`src/rtl/ras_ctrl.sv`:
```
// Return-address stack beside the fetch pre-decoder: same-cycle return prediction,
// speculative and committed pointer views, flush restores the committed view.

// Pointer/count step for one view of the stack: push, pop or both in one slot.
module ras_ptr_step #(
    parameter int DEPTH = 8,
    parameter int PTR_W = 3,
    parameter int CNT_W = 4
) (
    input  logic [PTR_W-1:0] ptr,
    input  logic [CNT_W-1:0] cnt,
    input  logic             push,
    input  logic             pop,
    output logic [PTR_W-1:0] nxt_ptr,
    output logic [CNT_W-1:0] nxt_cnt
);
    logic nonempty;

    always_comb begin
        nonempty = (cnt != '0);
        nxt_ptr  = ptr;
        nxt_cnt  = cnt;
        if (push && pop && nonempty) begin
            // top is replaced in place; depth unchanged
            nxt_ptr = ptr;
            nxt_cnt = cnt;
        end else if (push) begin
            // a full stack wraps onto its oldest entry
            nxt_ptr = ptr + PTR_W'(1);
            nxt_cnt = (cnt == CNT_W'(DEPTH)) ? cnt : cnt + CNT_W'(1);
        end else if (pop && nonempty) begin
            nxt_ptr = ptr - PTR_W'(1);
            nxt_cnt = cnt - CNT_W'(1);
        end
    end
endmodule

module ras_ctrl #(
    parameter int DEPTH  = 8,
    parameter int ADDR_W = 32
) (
    input  logic              clk_i,
    input  logic              rst_i,
    input  logic              instr_vld_i,
    input  logic              call_i,
    input  logic              return_i,
    input  logic [ADDR_W-1:0] pc_i,
    input  logic              flush_i,
    input  logic              commit_vld_i,
    input  logic              commit_call_i,
    input  logic              commit_ret_i,
    output logic              ras_vld_o,
    output logic [ADDR_W-1:0] ras_addr_o,
    output logic              ras_empty_o,
    output logic              ras_full_o
);
    localparam int PTR_W = (DEPTH > 1) ? $clog2(DEPTH) : 1;
    localparam int CNT_W = $clog2(DEPTH) + 1;
    localparam int SPEC  = 0;
    localparam int CMT   = 1;

    logic [ADDR_W-1:0] stack [DEPTH];

    logic [PTR_W-1:0] spec_ptr, commit_ptr;
    logic [CNT_W-1:0] spec_cnt, commit_cnt;

    // view 0 = speculative (fetch side), view 1 = committed (retire side)
    logic [1:0][PTR_W-1:0] cur_ptr, nxt_ptr;
    logic [1:0][CNT_W-1:0] cur_cnt, nxt_cnt;
    logic [1:0]            push, pop;

    logic [PTR_W-1:0]  top_idx, wr_idx;
    logic              fetch_wr;
    logic [ADDR_W-1:0] ret_addr;

    assign cur_ptr[SPEC] = spec_ptr;
    assign cur_cnt[SPEC] = spec_cnt;
    assign cur_ptr[CMT]  = commit_ptr;
    assign cur_cnt[CMT]  = commit_cnt;

    assign push[SPEC] = instr_vld_i & call_i;
    assign pop[SPEC]  = instr_vld_i & return_i;
    assign push[CMT]  = commit_vld_i & commit_call_i;
    assign pop[CMT]   = commit_vld_i & commit_ret_i;

    for (genvar g = 0; g < 2; g++) begin : g_view
        ras_ptr_step #(
            .DEPTH (DEPTH),
            .PTR_W (PTR_W),
            .CNT_W (CNT_W)
        ) u_step (
            .ptr     (cur_ptr[g]),
            .cnt     (cur_cnt[g]),
            .push    (push[g]),
            .pop     (pop[g]),
            .nxt_ptr (nxt_ptr[g]),
            .nxt_cnt (nxt_cnt[g])
        );
    end

    // flush takes the committed view including any same-cycle retire
    always_ff @(posedge clk_i or posedge rst_i) begin
        if (rst_i) begin
            spec_ptr   <= '0;
            spec_cnt   <= '0;
            commit_ptr <= '0;
            commit_cnt <= '0;
        end else begin
            commit_ptr <= nxt_ptr[CMT];
            commit_cnt <= nxt_cnt[CMT];
            if (flush_i) begin
                spec_ptr <= nxt_ptr[CMT];
                spec_cnt <= nxt_cnt[CMT];
            end else begin
                spec_ptr <= nxt_ptr[SPEC];
                spec_cnt <= nxt_cnt[SPEC];
            end
        end
    end

    assign top_idx  = spec_ptr - PTR_W'(1);
    assign fetch_wr = instr_vld_i & call_i & ~flush_i;
    assign ret_addr = pc_i + ADDR_W'(4);

    // call+return on a non-empty stack replaces the top instead of pushing
    assign wr_idx = (return_i && (spec_cnt != '0)) ? top_idx : spec_ptr;

    always_ff @(posedge clk_i) begin
        if (!rst_i && fetch_wr)
            stack[wr_idx] <= ret_addr;
    end

    assign ras_vld_o   = instr_vld_i & return_i & (spec_cnt != '0) & ~flush_i;
    assign ras_addr_o  = ras_vld_o ? stack[top_idx] : '0;
    assign ras_empty_o = (spec_cnt == '0);
    assign ras_full_o  = (spec_cnt == CNT_W'(DEPTH));
endmodule
```
`config.mk`:
```
export PLATFORM = sky130hd
export DESIGN_NAME = ras_ctrl
export DESIGN_NICKNAME = d
export VERILOG_FILES = /design/src/rtl/ras_ctrl.sv
export SDC_FILE = /design/constraint.sdc
export NUM_CORES = 1
export LEC_CHECK = 0
export ABC_AREA = 1
export CAP_MARGIN = 20
export CORE_MARGIN = 2
export CORE_UTILIZATION = 50
export DETAILED_ROUTE_END_ITERATION = 10
export GPL_ROUTABILITY_DRIVEN = 0
export PLACE_DENSITY_LB_ADDON = 0.1
export SLEW_MARGIN = 40
export SYNTH_ARGS = -nofsm -noshare
export SYNTH_HDL_FRONTEND = slang
export SYNTH_HIERARCHICAL = 1
export SYNTH_SLANG_ARGS = --single-unit
```
`constraint.sdc`:
```
create_clock -name clk_i -period 6.35 [get_ports clk_i]
set_input_delay 1.27 -clock clk_i [delete_from_list [all_inputs] [get_ports clk_i]]
set_output_delay 1.27 -clock clk_i [all_outputs]
set_load 0.02 [all_outputs]
```
==> results, run 1 <==
- The synthesized design contains around 260 enable-type register cells.
- The tree built by TritonCTS fans out to 270 sinks.
- The switching fraction of total power is around two fifths.
- The die covers ~27000 um^2.
- The critical path launch point type is an input pin.
- The critical path's top delay family is buffers and inverters.
- The core outline area is 25100 um^2.
- 76 I/O pins were placed.
- The per-cell routed wire length is roughly 17 um.
- In this run the power spent charging and discharging nets is about 2.3 mW.
- The startpoint of the worst hold path is commit_cnt[0]$_DFF_PP0_.
- The number of port buffers is 75.
- The placement row count is 58.
- The overall routing resource usage is 22.9%.
- In this run the remaining antenna-violating nets after routing total 0.
- Synthesis inferred 270 register bits.
- The net count of the finished layout is about 1500.
- Setup violations remaining at the end of the flow were counted as 0.
- Using the TritonRoute via totals, the vias-per-cell ratio works out to 5.13.
- The worst hold path belongs to the class reg -> reg.
- Summed over all cells, the static leakage comes to 5.75 nW.
- The number of instances resized during post-cts repair is 0.
- The accumulated negative setup slack is 0 ns.
- The worst hold slack after final layout is ~0.56 ns.
- The worst setup path is captured at an output pin.
- For this design, the CTS-stage hold fixing added 0 buffers.
- Summing all placed instances gives a cell area of between 10000 and 15000 um^2.
- The number of endpoints with negative hold slack in the final report was 0.
- The number of H-tree levels is 1.
- The time the final worst path needs with I/O delays and setup is 5.00 ns.
- The critical path contains buffers and inverters numbering 5 combined.
- The final period utilization is about 79%.
- The half-perimeter wire length after placement is between 15000 and 20000 um.
- The insertion delay to the later sink of the worst-skew pair is between 0.5 and 0.6 ns.
- The worst clock skew is 0.00995 ns.
- The startpoint of the worst register-to-register path is spec_ptr[1]$_DFF_PP0_.
- The wire length reported by the detailed router is between 30000 and 40000 um.
- Setup repair after global routing left no endpoint under its margin.
- STA puts the critical path data required time at about 5.1 ns.
- The clock tree from TritonCTS is done.
- The final route contains about 9000 vias.
- The highest clock frequency the design can meet is around 200 MHz.
- The peak supply drop is 0.000299 V.
- The tool flagged a number of max-cap violations equal to 0.
- Clock-pin slew was measured on the worst setup and hold paths at 0.06 ns.
- Once layout is done, the placed cells without fillers occupy roughly 15000 um^2.
- The number of nets in the synthesized netlist is roughly 1400.
- The largest net degree at the start of global routing is 73.
- The peak fanout along the critical path is 18.
- The mean post-synth cell area is approximately 9.6 um^2.
- In the synthesized netlist, the number of instances is between 1000 and 1500.
- The arrival time at the worst endpoint is between 3 and 4 ns.
- The pin slew with the least headroom to its limit is between 0.7 and 0.8 ns.
- The die is roughly 160 um wide.
- The pre-antenna-repair detailed-routing pass consisted of 5 iterations.
- The number of cells on the worst reg-to-reg path is 9.
- The number of buffers added by the clock tree synthesis step is 28.
- The most used flip-flop cell after synthesis is edfxtp_1.
- Counting the fill cells in the layout gives between 2000 and 2500.
- The combinational share of power is roughly 40%.
- For this run, the slowest stage of the critical path takes between 0.6 and 0.7 ns.
- The capture instance of the worst register-to-register path is stack[6][8]$_DFFE_PP_.
- Once the floorplan was initialized, standard cells occupied approximately 51% of the core.
- The flow ran to the end, and the final reports show no timing, DRC or antenna violations.
- The number of slew-limit violations in the final report came to 0.
- Power spread over the standard cell area amounts to between 400 and 500 nW/um^2.
- The share of synthesized registers carrying an async set or reset is a little over 5%.
- The first global-routing pass estimated between 40000 and 50000 um of wire.
- The initial antenna violation count is 1.
- The tightest slew margin relative to the limit is between 40% and 50%.
- The type of the worst setup path is in -> out.
- Of the total power, registers draw 34.4%.
- The number of global-route vias before repair is around 8400.
- In the routed design, unresolved DRC markers number 0.
- The signal on the critical path passes through clkdlybuf4s50_1 -> nand2_1 -> inv_1 -> nand3_1 -> inv_2 -> buf_12 -> nand2_1 -> nor2_1 -> clkdlybuf4s50_1.
- The area growth from synthesis to layout is 15.9%.
- The fraction of layout instances using a drive strength above 1 is 7.96%.
- The setup fix buffers added after clock tree synthesis is 0.
- The terminating pin of the worst hold path is commit_cnt[0]$_DFF_PP0_.
- In this run the cell area of the synthesized design comes to between 10000 and 15000 um^2.
- The tree is rooted in a clkbuf_16.
- The distinct cell type count after synthesis is 26.
- No sink is reached through more buffers than the 3 on the longest clock path.
- The worst setup slack for register-to-register paths is between 2 and 3 ns.
- The height of the die is between 150 and 200 um.
- The total congestion overflow after global routing is 0.
- The share of total power dissipated in the clock network is a little over a quarter.
- The slowest stage of the critical path is the clkdlybuf4s50_1 cell.
- Summing the sequential cell areas from Yosys gives between 60% and 70% of the chip area.
- For this run, the number of Yosys warnings is 6.
- The violation count after the first detailed-route iteration is roughly 760.
- The worst hold path was traced through 2 stages.
- The internal portion of the total power is 3.75 mW.
## metrics by stage
| stage | total power, mW | util (%) | setup slack (ns) | cells |
|---|---|---|---|---|
| final | 6.09 | 58.7 | 1.35 | 1751 |
| after global routing | 6.50 | 58.7 | 1.17 | 1751 |
| after CTS | 6.13 | 58.7 | 1.05 | 1750 |
| after detailed placement | 4.54 | 55.2 | 1.07 | 1701 |
| after global placement | 4.52 | 55.2 | 1.15 | 1701 |
| after floorplan | 3.80 | - | 2.70 | 1330 |
## synth_stat cells (all sizes together), types with 4 or more instances
cell type  count  area (um^2)
nand2        309         1220
nor2         288         1090
edfxtp       256         7690
inv          125          469
o21ai        104          521
nand3        102          521
or2           34          213
buf           26          158
clkbuf        26         97.6
dfrtp         14          350
ha            10          125
xor2          10         87.6
nand4          8         50.1
xnor2          7         61.3
nand3b         5         37.5
a21oi          4         20.0
## registers in the layout (all words and copies together) (netlist names)
signal / cells
spec_ptr: 3
spec_cnt: 4
commit_ptr: 3
commit_cnt: 4
stack: 256
## layout by cell type, fill, tap and decap left out, types with 8 or more instances in the layout
| cell | netlist | layout |
|---|---|---|
| or2_2 | 32 | 32 |
| clkbuf_16 | 0 | 29 |
| o21ai_0 | 98 | 98 |
| nor2_1 | 285 | 277 |
| buf_4 | 6 | 17 |
| nand2_4 | 8 | 8 |
| clkbuf_1 | 26 | 9 |
| nand3_1 | 100 | 100 |
| nor2_4 | 0 | 8 |
| nand2_1 | 301 | 299 |
| clkdlybuf4s50_1 | 0 | 75 |
| edfxtp_1 | 256 | 256 |
| xor2_1 | 10 | 10 |
| dfrtp_1 | 14 | 13 |
| ha_1 | 10 | 9 |
| inv_1 | 122 | 121 |
| nand4_1 | 8 | 8 |
## power groups by stage
| stage | clock [mW] | sequential (mW) | combinational [mW] |
|---|---|---|---|
| floorplan | 0 | 2.12 | 1.69 |
| global placement | 0 | 2.13 | 2.39 |
| detailed placement | 0 | 2.13 | 2.41 |
| CTS | 1.61 | 2.09 | 2.42 |
| global route | 1.69 | 2.10 | 2.70 |
| finish | 1.59 | 2.09 | 2.41 |
## layout make-up
type / count / area (um^2) / share of cell area [%]
Antenna cell: 1 / 2.50 / 0.0170
Clock buffer: 38 / 759 / 5.15
Clock inverter: 11 / 126 / 0.857
Inverter: 125 / 470 / 3.19
Multi-Input combinational cell: 883 / 4040 / 27.4
Sequential cell: 270 / 8040 / 54.5
Tap cell: 330 / 413 / 2.80
Timing Repair Buffer: 93 / 898 / 6.09
## worst reg2reg max path, cell delays in order, from the launching register on
cell	delay, ns
dfrtp_1	0.44
inv_1	0.11
ha_4	0.38
inv_1	0.57
buf_4	0.38
nand3_1	0.11
nand2_1	0.11
nand2_1	0.14
nor2_4	0.55
buf_4	0.41
## cell families after synthesis
group / after synthesis / share of synthesized area, %
xor+xnor: 17 / 1.17
simple gates: 748 / 24.7
fa+ha+maj: 10 / 0.984
flops: 270 / 63.2
buf+inv: 177 / 5.70
compound gates: 108 / 4.25
## layer usage
layer	share of wire, %	global-route usage, %	vias up
li1	-	-	4497
met3	5.2	2.44	29
met1	46	33.3	4213
met5	0	0	-
met2	47	37.6	240
met4	1.4	4.74	0
## worst max path at each step
stage / endpoint / from / cells past startpoint / slack [ns]
2_1_floorplan: ras_addr_o[22] / flush_i / 7 / 2.70
3_3_place_gp: ras_addr_o[16] / return_i / 9 / 1.15
5_1_grt: ras_addr_o[11] / return_i / 9 / 1.17
4_1_cts: ras_addr_o[15] / return_i / 9 / 1.05
6_report: ras_addr_o[11] / return_i / 9 / 1.35
3_5_place_dp: ras_addr_o[15] / return_i / 9 / 1.07
(Power assumes the default switching activity.)
==> inputs of run 2 (changes only) <==
clock period = 5 ns   (was 6.35 ns; I/O delays follow)
==> results, run 2 (synthesized netlist as in run 1, its figures left out) <==
- The number of buffers added by the clock tree synthesis step is 28 (unchanged).
- The wire length reported by the detailed router came to 30400 um (+0.84%).
- The pin slew with the least headroom to its limit came to 0.853 ns (+0.0630 ns).
- The largest net degree at the start of global routing is 77 (+5.5%).
- The number of flip-flops under the largest register name was 256 (unchanged).
- The critical path launch point type is a flip-flop.
- The core utilization of the finished layout came to 59.2% (+0.50 points).
- The total power draw is 7.85 mW (+29%).
- The number of max-capacitance violations reported was 0 (unchanged).
- The remaining number of nets flagged by the antenna check after routing is 0 (unchanged).
- The peak supply drop came to 0.000305 V (+1.9%).
- The total congestion overflow after global routing was 0 (unchanged).
- The number of port buffers is 75 (unchanged).
- For hold timing, the worst endpoint is commit_ptr[2]$_DFF_PP0_.
- The global-route wire length before repair is 47400 um (+0.87%).
- The total power per unit cell area is 528 nW/um^2 (+28%).
- The worst-case setup slack after placement is 0.736 ns (-0.332 ns).
- The count of clock tree sinks was 270 (unchanged).
- The startpoint of the worst hold path is commit_ptr[2]$_DFF_PP0_.
- The worst clock skew is 0.00836 ns (-0.00159 ns).
- Setup repair after global routing left no endpoint under its margin.
- The number of H-tree levels is 1 (unchanged).
- The cell count of the worst reg-to-reg path was 9 (unchanged).
- The tightest slew margin relative to the limit is 43.0% (-4.3 points).
- The per-cell routed wire length is 17.3 um (+0.61%).
- The worst setup slack after layout is 0.488 ns (-0.860 ns).
- The library cell used most frequently in the layout, excluding fill and tap cells, is nand2_1.
- The synthesis-to-layout area growth is 16.9%.
- The fraction of layout instances using a drive strength above 1 is 8.21% (+0.25 points).
- The effective utilization at floorplan was 50.7% (unchanged).
- The type of the worst setup path is reg -> out.
- In the finished design, the share of the clock period the worst path needs comes to around nine tenths.
- The vias after detailed routing came to 9100 (+1.3%).
- The startpoint of the worst register-to-register path is spec_ptr[1]$_DFF_PP0_.
- Counting I/O delays and the setup requirement, the final critical path takes between 4 and 5 ns.
- The I/O pin count is 76 (unchanged).
- The number of vias per cell is 5.19 (+1.1%).
- The largest registers in the layout are stack: 256 flops, commit_cnt: 4 flops, spec_cnt: 4 flops.
- The number of diodes added for antenna fixing is 0 (-1).
- The highest clock frequency the design can meet is roughly 220 MHz.
- The number of buffers between clock root and the deepest sink is 3 (unchanged).
- The setup fix buffers added after clock tree synthesis is 0 (unchanged).
- The worst setup slack for register-to-register paths is 1.80 ns (-1.00 ns).
- The worst endpoint required time was 4.00 ns (-1.08 ns).
- The insertion delay to the later sink of the worst-skew pair is 0.53 ns (about the same).
- The peak fanout along the critical path is 76 (+58).
- The number of endpoints with negative hold slack in the final report is 0 (unchanged).
- The core outline area is 25100 um^2 (unchanged).
- The number of global-route vias before repair is 8517 (+1.1%).
- The number of buffers inserted by hold repair at cts is 0 (unchanged).
- The width of the die was 163 um (unchanged).
- The arrival time at the worst endpoint is 3.51 ns (-0.22 ns).
- The number of instances resized during post-cts repair is 0 (unchanged).
- The violation count after the first detailed-route iteration is 727 (-3.8%).
- The overall routing resource usage is 23.2% (+0.36 points).
- The number of filler instances in the final layout is 2154 (+0.23%).
- The kind of end point of the critical path is an output pin.
- The accumulated negative setup slack is 0 ns (unchanged).
- The number of slew-limit violations in the final report is 0 (unchanged).
- The final setup violation count was 0 (unchanged).
- The register containing the most flip-flops in the final layout is stack.
- The floorplan die area was 26700 um^2 (unchanged).
- The height of the die is 163 um (unchanged).
- The initial antenna violation count is 0 (-1).
- The endpoint identified for the worst register-to-register timing path is stack[7][18]$_DFFE_PP_.
- The placement row count was 58 (unchanged).
- The leakage dissipation is 5.81 nW (+0.95%).
- The number of nets in the layout is 1454 (+0.14%).
- The count of cells along the worst hold path is 3 (+1).
- The top cell types in the final layout, fill and taps aside, are nand2_1 (300), nor2_1 (277), edfxtp_1 (256), inv_1 (122), nand3_1 (100).
- The clock transition at the registers of the reported paths is 0.06 ns (about the same).
- TritonCTS built the clock tree.
- In this run the worst hold path is classified as reg -> reg.
- Clock tree synthesis selected as its root buffer the cell clkbuf_16.
- The worst hold slack after final layout was 0.558 ns (+0.00279 ns).
- The flow ran to the end, and the final reports show no timing, DRC or antenna violations.
- The half-perimeter wire length after placement came to 18800 um (+1.7%).
- The number of optimization iterations in the first detailed-route pass was 5 (unchanged).
- The DRC violation count after routing is 0 (unchanged).
-- run 2: critical path: stages (launching register included) --
cell and delay [ns]:
dfrtp_4 0.48, clkinv_2 0.07, buf_4 0.48, buf_4 0.76, or2_2 0.23, nand2_1 0.05, nand3_1 0.11, nand2_1 0.06
nor2_1 0.09, clkdlybuf4s50_1 0.60
-- run 2: how the worst max path moves through the flow --
stage                           from                     to  slack [ns]  cells past startpoint
3_5_place_dp                return_i         ras_addr_o[15]        0.74                      9
6_report       spec_ptr[0]$_DFF_PP0_          ras_addr_o[0]        0.49                      9
2_1_floorplan  spec_ptr[0]$_DFF_PP0_  stack[0][0]$_DFFE_PP_        1.45                     11
5_1_grt        spec_ptr[0]$_DFF_PP0_          ras_addr_o[0]        0.27                      9
4_1_cts        spec_ptr[0]$_DFF_PP0_          ras_addr_o[5]        0.46                      9
3_3_place_gp                return_i         ras_addr_o[17]        0.76                      9
-- run 2: final cells by class --
type / count / area, um^2 / share of cell area (%)
clock buffer: 36 / 752 / 5.06
clock inverter: 16 / 175 / 1.18
inverter: 125 / 470 / 3.16
multi-input combinational: 883 / 4030 / 27.1
sequential: 270 / 8040 / 54.1
tap: 330 / 413 / 2.78
timing repair buffer: 95 / 988 / 6.65
-- run 2: metal layers --
metal | track usage (%) | part of all wire [%] | vias to the layer above
met3 | 2.59 | 5.4 | 52
met1 | 33.9 | 46 | 4288
met4 | 5.94 | 2.4 | 0
met5 | 0 | 0 | -
met2 | 37.5 | 47 | 260
li1 | - | - | 4500
-- run 2: stage by stage --
stage | std cells | area (um^2)
global placement | 1703 | 13900
global route | 1755 | 14900
detailed placement | 1703 | 13900
CTS | 1755 | 14900
finish | 1755 | 14900
floorplan | 1330 | 12700
-- run 2: power by group --
group          switching [mW]  internal [mW]  total [mW]
sequential             0.0830           2.58        2.66
combinational            2.10          0.999        3.10
clock                   0.824           1.26        2.09
